File: config.mk
export PLATFORM = sky130hd
export DESIGN_NAME = cci_mpf_sim_rd_scrambler
export DESIGN_NICKNAME = d
export VERILOG_FILES = /design/src/rtl/cci_mpf_sim_rd_scrambler_pkg.sv /design/src/rtl/cci_mpf_sim_lfsr.sv /design/src/rtl/cci_mpf_sim_rd_scrambler.sv
export SDC_FILE = /design/constraint.sdc
export NUM_CORES = 2
export LEC_CHECK = 0
export ABC_AREA = 1
export BUFFER_PORTS_ARGS = -buffer_cell sky130_fd_sc_hd__clkbuf_2
export CORE_MARGIN = 2
export CORE_UTILIZATION = 36
export CTS_CLUSTER_SIZE = 10
export DETAILED_ROUTE_END_ITERATION = 6
export HOLD_SLACK_MARGIN = 0.1
export PLACE_DENSITY = 0.57
export SETUP_SLACK_MARGIN = 0.4
export SYNTH_ARGS = -nofsm -noshare
export SYNTH_HDL_FRONTEND = slang
export SYNTH_SLANG_ARGS = --single-unit
File: constraint.sdc
create_clock -name clk -period 12.2 [get_ports clk]
set_input_delay 1.22 -clock clk [delete_from_list [all_inputs] [get_ports clk]]
set_output_delay 1.22 -clock clk [all_outputs]
set_load 0.05 [all_outputs]
File: src/rtl/cci_mpf_sim_rd_scrambler_pkg.sv
// rtl/cci_mpf_sim_rd_scrambler_pkg.sv - CCI/MPF line types and the rotate-priority picker
package cci_mpf_sim_rd_scrambler_pkg;

  typedef logic [41:0]  t_cci_clAddr;
  typedef logic [15:0]  t_cci_mdata;
  typedef logic [1:0]   t_cci_clNum;
  typedef logic [511:0] t_cci_clData;

  localparam int PICK_W = 256;

  // First set bit of req[width-1:0] at or after start, wrapping; width is a power of 2.
  function automatic logic [7:0] rot_pick(input logic [PICK_W-1:0] req,
                                          input logic [7:0]        start,
                                          input int                width);
    logic found;
    int   idx;
    rot_pick = '0;
    found    = 1'b0;
    for (int k = 0; k < PICK_W; k++) begin
      idx = (int'(start) + k) & (width - 1);
      if (k < width && !found && req[8'(idx)]) begin
        rot_pick = 8'(idx);
        found    = 1'b1;
      end
    end
  endfunction

endpackage

File: src/rtl/cci_mpf_sim_lfsr.sv
// rtl/cci_mpf_sim_lfsr.sv - free-running Galois LFSR for simulation shims
module cci_mpf_sim_lfsr #(
  parameter int               WIDTH = 32,
  parameter logic [WIDTH-1:0] SEED  = WIDTH'(1),
  parameter logic [WIDTH-1:0] TAPS  = WIDTH'(32'h8020_0003)
) (
  input  logic             clk,
  input  logic             reset_n,
  output logic [WIDTH-1:0] state
);

  logic [WIDTH-1:0] state_q, state_d;

  always_comb begin
    state_d = state_q >> 1;
    if (state_q[0]) state_d = state_d ^ TAPS;
  end

  always_ff @(posedge clk or negedge reset_n) begin
    if (!reset_n) state_q <= SEED;
    else          state_q <= state_d;
  end

  assign state = state_q;

endmodule

File: src/rtl/cci_mpf_sim_rd_scrambler.sv
// rtl/cci_mpf_sim_rd_scrambler.sv - read responder returning beats in pseudo-random order
module cci_mpf_sim_rd_scrambler
  import cci_mpf_sim_rd_scrambler_pkg::*;
#(
  parameter int          N_ENTRIES          = 32,
  parameter int          MIN_LATENCY        = 4,
  parameter int          ALM_FULL_THRESHOLD = 8,
  parameter logic [31:0] LFSR_SEED          = 32'h0000_0001
) (
  input  logic        clk,
  input  logic        reset_n,
  input  logic        rdReqValid,
  input  t_cci_clAddr rdReqAddr,
  input  t_cci_clNum  rdReqClLen,
  input  t_cci_mdata  rdReqMdata,
  input  logic        rspHold,
  output logic        almFull,
  output logic        rspValid,
  output t_cci_mdata  rspMdata,
  output t_cci_clNum  rspClNum,
  output t_cci_clData rspData,
  output logic        overflow
);

  localparam int IDX_W = $clog2(N_ENTRIES);

  logic [N_ENTRIES-1:0] valid_q, valid_d;
  t_cci_clAddr          addr_q  [N_ENTRIES];
  t_cci_clAddr          addr_d  [N_ENTRIES];
  t_cci_mdata           mdata_q [N_ENTRIES];
  t_cci_mdata           mdata_d [N_ENTRIES];
  logic [3:0]           pend_q  [N_ENTRIES];
  logic [3:0]           pend_d  [N_ENTRIES];
  logic [7:0]           age_q   [N_ENTRIES];
  logic [7:0]           age_d   [N_ENTRIES];

  logic        overflow_q, overflow_d;
  logic        alm_full_q, alm_full_d;
  logic        rsp_valid_q, rsp_valid_d;
  t_cci_mdata  rsp_mdata_q, rsp_mdata_d;
  t_cci_clNum  rsp_cl_num_q, rsp_cl_num_d;
  t_cci_clData rsp_data_q, rsp_data_d;

  logic [31:0]          lfsr;
  logic [N_ENTRIES-1:0] free_vec, elig;
  logic [IDX_W-1:0]     alloc_idx, sel_idx;
  t_cci_clNum           beat;
  logic                 sel_go;
  logic [IDX_W:0]       free_cnt;
  logic                 unused_lfsr;

  assign unused_lfsr = ^lfsr;

  cci_mpf_sim_lfsr #(
    .WIDTH (32),
    .SEED  (LFSR_SEED),
    .TAPS  (32'h8020_0003)
  ) u_lfsr (
    .clk     (clk),
    .reset_n (reset_n),
    .state   (lfsr)
  );

  always_comb begin
    free_vec = ~valid_q;
    for (int i = 0; i < N_ENTRIES; i++)
      elig[i] = valid_q[i] && (pend_q[i] != 4'd0) && (age_q[i] >= 8'(MIN_LATENCY));
    sel_go    = !rspHold && (|elig);
    alloc_idx = IDX_W'(rot_pick(PICK_W'(free_vec), 8'd0, N_ENTRIES));
    sel_idx   = IDX_W'(rot_pick(PICK_W'(elig), 8'(lfsr[IDX_W-1:0]), N_ENTRIES));
    beat      = 2'(rot_pick(PICK_W'(pend_q[sel_idx]), 8'(lfsr[9:8]), 4));

    valid_d    = valid_q;
    addr_d     = addr_q;
    mdata_d    = mdata_q;
    pend_d     = pend_q;
    overflow_d = overflow_q;
    for (int i = 0; i < N_ENTRIES; i++)
      age_d[i] = (valid_q[i] && age_q[i] != 8'hff) ? age_q[i] + 8'd1 : age_q[i];

    if (sel_go) begin
      pend_d[sel_idx][beat] = 1'b0;
      if (pend_d[sel_idx] == 4'd0) valid_d[sel_idx] = 1'b0;
    end

    // Allocation sees only this cycle's free bitmap, so a slot freed above waits a cycle.
    if (rdReqValid) begin
      if (|free_vec) begin
        valid_d[alloc_idx] = 1'b1;
        addr_d[alloc_idx]  = rdReqAddr;
        mdata_d[alloc_idx] = rdReqMdata;
        pend_d[alloc_idx]  = 4'((5'd2 << rdReqClLen) - 5'd1);
        age_d[alloc_idx]   = 8'd0;
      end else begin
        overflow_d = 1'b1;
      end
    end

    free_cnt = '0;
    for (int i = 0; i < N_ENTRIES; i++)
      free_cnt = free_cnt + {{IDX_W{1'b0}}, ~valid_d[i]};
    alm_full_d = int'(free_cnt) <= ALM_FULL_THRESHOLD;

    rsp_valid_d  = sel_go;
    rsp_mdata_d  = rsp_mdata_q;
    rsp_cl_num_d = rsp_cl_num_q;
    rsp_data_d   = rsp_data_q;
    if (sel_go) begin
      rsp_mdata_d  = mdata_q[sel_idx];
      rsp_cl_num_d = beat;
      for (int w = 0; w < 8; w++)
        rsp_data_d[w*64 +: 64] = (64'(addr_q[sel_idx]) + 64'(beat)) ^ (64'(w) << 56);
    end
  end

  always_ff @(posedge clk or negedge reset_n) begin
    if (!reset_n) begin
      valid_q      <= '0;
      overflow_q   <= 1'b0;
      alm_full_q   <= 1'b0;
      rsp_valid_q  <= 1'b0;
      rsp_mdata_q  <= '0;
      rsp_cl_num_q <= '0;
      rsp_data_q   <= '0;
      for (int i = 0; i < N_ENTRIES; i++) begin
        pend_q[i] <= '0;
        age_q[i]  <= '0;
      end
    end else begin
      valid_q      <= valid_d;
      overflow_q   <= overflow_d;
      alm_full_q   <= alm_full_d;
      rsp_valid_q  <= rsp_valid_d;
      rsp_mdata_q  <= rsp_mdata_d;
      rsp_cl_num_q <= rsp_cl_num_d;
      rsp_data_q   <= rsp_data_d;
      pend_q       <= pend_d;
      age_q        <= age_d;
    end
  end

  // Payload fields are qualified by valid_q, so they need no reset.
  always_ff @(posedge clk) begin
    addr_q  <= addr_d;
    mdata_q <= mdata_d;
  end

  assign almFull  = alm_full_q;
  assign overflow = overflow_q;
  assign rspValid = rsp_valid_q;
  assign rspMdata = rsp_mdata_q;
  assign rspClNum = rsp_cl_num_q;
  assign rspData  = rsp_data_q;

endmodule

==> out/qor.yml <==
placement:
  place.gp.congestion: 0.963
  dp.cells: 13482
  placed_cell_area_sq_um: 112000
  place_ws_ps: 1.11
  io_buffer_count: 440
  hpwl_mm: 216
sta:
  rsz0062_at_grt: "true"
  drv_slew: 0
  finalClockSkew_ps: 89.8
  fmax_mhz: 87.3
  tightest_slew_ps: 1150
  fin_ws_ps: 747
  fin_crit_sh_pct: 93.9
  slew_headroom_pct: 23.1
  fin_crit_ps: 11450
  setup_viol: 0
  hold_viol: 0
detailed_routing:
  drcViolationCount: 0
  ant_nets: 0
  avgRoutedWirePerCell_microns: 25.9
  dr.pass1.iters: 5
  vias: 76004
  drt_iter0_drc: 9034
  routed_wirelength_mm: 361
  routed_via_density: 5.45
status:
  status: "completed"
synth:
  synth_edf_count: 1856
  yosysUniqueCellTypes: 76
  yosys_warnings: 0
  synth_ff_type: "edfxtp_1"
  yosys_register_bits: 2369
  async_flop_share_pct: 21.7
  yosysTopAreaCell: "edfxtp_1"
  synthCells: 9359
  avgSynthCellArea_sq_um: 11.3
  netlist_area_sq_um: 106000
  yosysSeqAreaShare_pct: 65.0
  synth_area_leaders: "edfxtp_1 (53%), dfrtp_1 (12%), nand2_1 (6.8%)"
  synthDominantCellAreaShare_pct: 52.8
critical_path:
  crit_arrival_ps: 12250
  cp_top_family: "simple AND/OR/NAND/NOR gates"
  crit_slowest_cell: "dfstp_2"
  crit_path_end_kind: "flop"
  start_kind: "flop"
  path_common_cell: "nand2_1"
  slowest_delay_ps: 570
  worst_ep_required_time_ps: 13000
  critPathKind: "reg -> reg"
  path_max_fanout: 19
  cp_num_buf_inv: 13
floorplanning:
  die_h_microns: 545
  num_io_pins: 597
  num_rows: 198
  core_sq_um: 291000
  start_util_pct: 36.2
  fp.dieW_microns: 545
  die-area_sq_um: 298000
clock_tree:
  tritoncts: "done"
  clk_latency_ps: 900
  cts_hold_buf: 0
  htreeDepth: 5
  cts.clk_slew.worst_paths_ps: 60
  cts.path.max_buffers: 4
  cts_root_buf: "clkbuf_16"
  cts_sinks: 2369
  numCtsBuffers: 286
final_layout:
  final_common_cell: "nand2_1"
  fin_nets: 10064
  syn_to_final_growth_pct: 14.8
  seq_area_sq_um: 68600
  final_cell_area_sq_um: 121000
  fin_cells: 13949
  fill_cells: 27369
  multi_input_area_sq_um: 30400
  layout_common_cells: "nand2_1 (1,900), edfxtp_1 (1,856), inv_1 (692), nor2_1 (638), a22oi_1 (521)"
  drive_gt1_share_pct: 15.4
grt:
  grt_remaining_overflow: 0
  grt_pass1_vias: 71980
  grt_pass1_wl_mm: 513
  grt_max_degree: 150
  grt_usage_pct: 23.4
  grt_antenna_before_repair: 38
job:
  maxCapViolations: 0
min_path:
  hold_class: "reg -> reg"
what timing repair did:
item                                    in CTS  in global routing
cloned                                       3                  1
gates resized for setup                     34                119
setup buffers                                6                 10
pin swaps                                    8                 36
endpoints found under the setup margin       1                  1
endpoints found under the hold margin        0                  0
sequential cells by signal (all words and copies together), names as in the netlist:
register,count
addr_q,1344
mdata_q,512
age_q,256
pend_q,128
rspData,44
u_lfsr.state,32
valid_q,32
rspMdata,16
rspClNum,2
almFull,1
overflow,1
rspValid,1
metal layers:
layer | up-vias | GRT usage (%) | share of wire [%]
li1 | 33422 | - | -
met5 | - | 0 | 0.031
met1 | 38260 | 32.7 | 42
met4 | 18 | 6.67 | 2.5
met2 | 3737 | 37.2 | 46
met3 | 567 | 4.29 | 8.7
Yosys cell counts, types with 13 or more instances:
cell type and count:
xor2_1 140, a221oi_1 19, clkinv_1 13, edfxtp_1 1856
o21ai_1 64, o22ai_1 131, o31ai_1 29, nand2_1 1918
buf_2 161, nand2_2 18, buf_6 19, a31oi_1 38
nor2_2 17, nand3b_1 40, nor3_1 80, nand4_1 189
a41oi_1 47, a21oi_1 275, buf_1 37, clkbuf_1 123
o21a_1 13, xnor2_1 55, buf_4 495, nor4_1 36
o211ai_1 92, dfrtp_1 512, ha_1 85, a22oi_1 521
o21ai_0 226, a21oi_2 15, nand3_1 514, nor2_1 697
a211oi_1 37, inv_2 15, fa_1 25, inv_1 698
worst reg2reg max path: cells and delay by family (launching register included):
family          cells  cell delay, ps
simple gates       48            5160
fa+ha+maj           9            3900
buf+inv            13            1460
flops               1             570
compound gates      2             340
worst paths after layout:
check | from | endpoint | slack (ps) | depth (start not counted)
min reg2reg | u_lfsr.state[15]$_DFF_PN0_ | u_lfsr.state[14]$_DFF_PN0_ | 350 | 0
max | u_lfsr.state[0]$_DFF_PN1_ | almFull$_DFF_PN0_ | 750 | 72
max reg2reg | u_lfsr.state[0]$_DFF_PN1_ | almFull$_DFF_PN0_ | 750 | 72
max in group asynchronous | reset_n | rspMdata[13]$_DFFE_PN0P_ | 9260 | 3
min in group asynchronous | reset_n | age_q[42]$_DFF_PN0_ | 470 | 1
min | u_lfsr.state[15]$_DFF_PN0_ | u_lfsr.state[14]$_DFF_PN0_ | 350 | 0
final cells by class:
cell class / instances / share of cell area (%)
timing repair buffer: 926 / 5.21
clock inverter: 40 / 0.422
inverter: 727 / 2.27
clock buffer: 394 / 6.38
multi-input combinational: 5580 / 25.1
antenna: 13 / 0.0269
tap: 3900 / 4.03
sequential: 2369 / 56.6
kinds of logic after synthesis:
| kind of cell | Yosys count | share of synthesized area, % |
|---|---|---|
| adder cells (fa/ha/maj) | 110 | 1.48 |
| XOR/XNOR | 199 | 1.69 |
| buffers and inverters | 1565 | 7.68 |
| AO/OA/AOI/OAI | 1548 | 9.63 |
| other | 1 | 0.00355 |
| AND/OR/NAND/NOR | 3567 | 14.6 |
| flip-flops | 2369 | 65.0 |
metrics by stage:
stage	hold WS [ps]	TNS (ps)	utilization (%)
finish	345	0	41.6
global route	352	-14.0	41.6
CTS	347	0	41.4
detailed placement	335	0	38.4
global placement	335	-180	38.4
floorplan	331	0	-
Power is not shown: default switching activity piles up to over one toggle a cycle in this logic, so the estimate is an artifact.
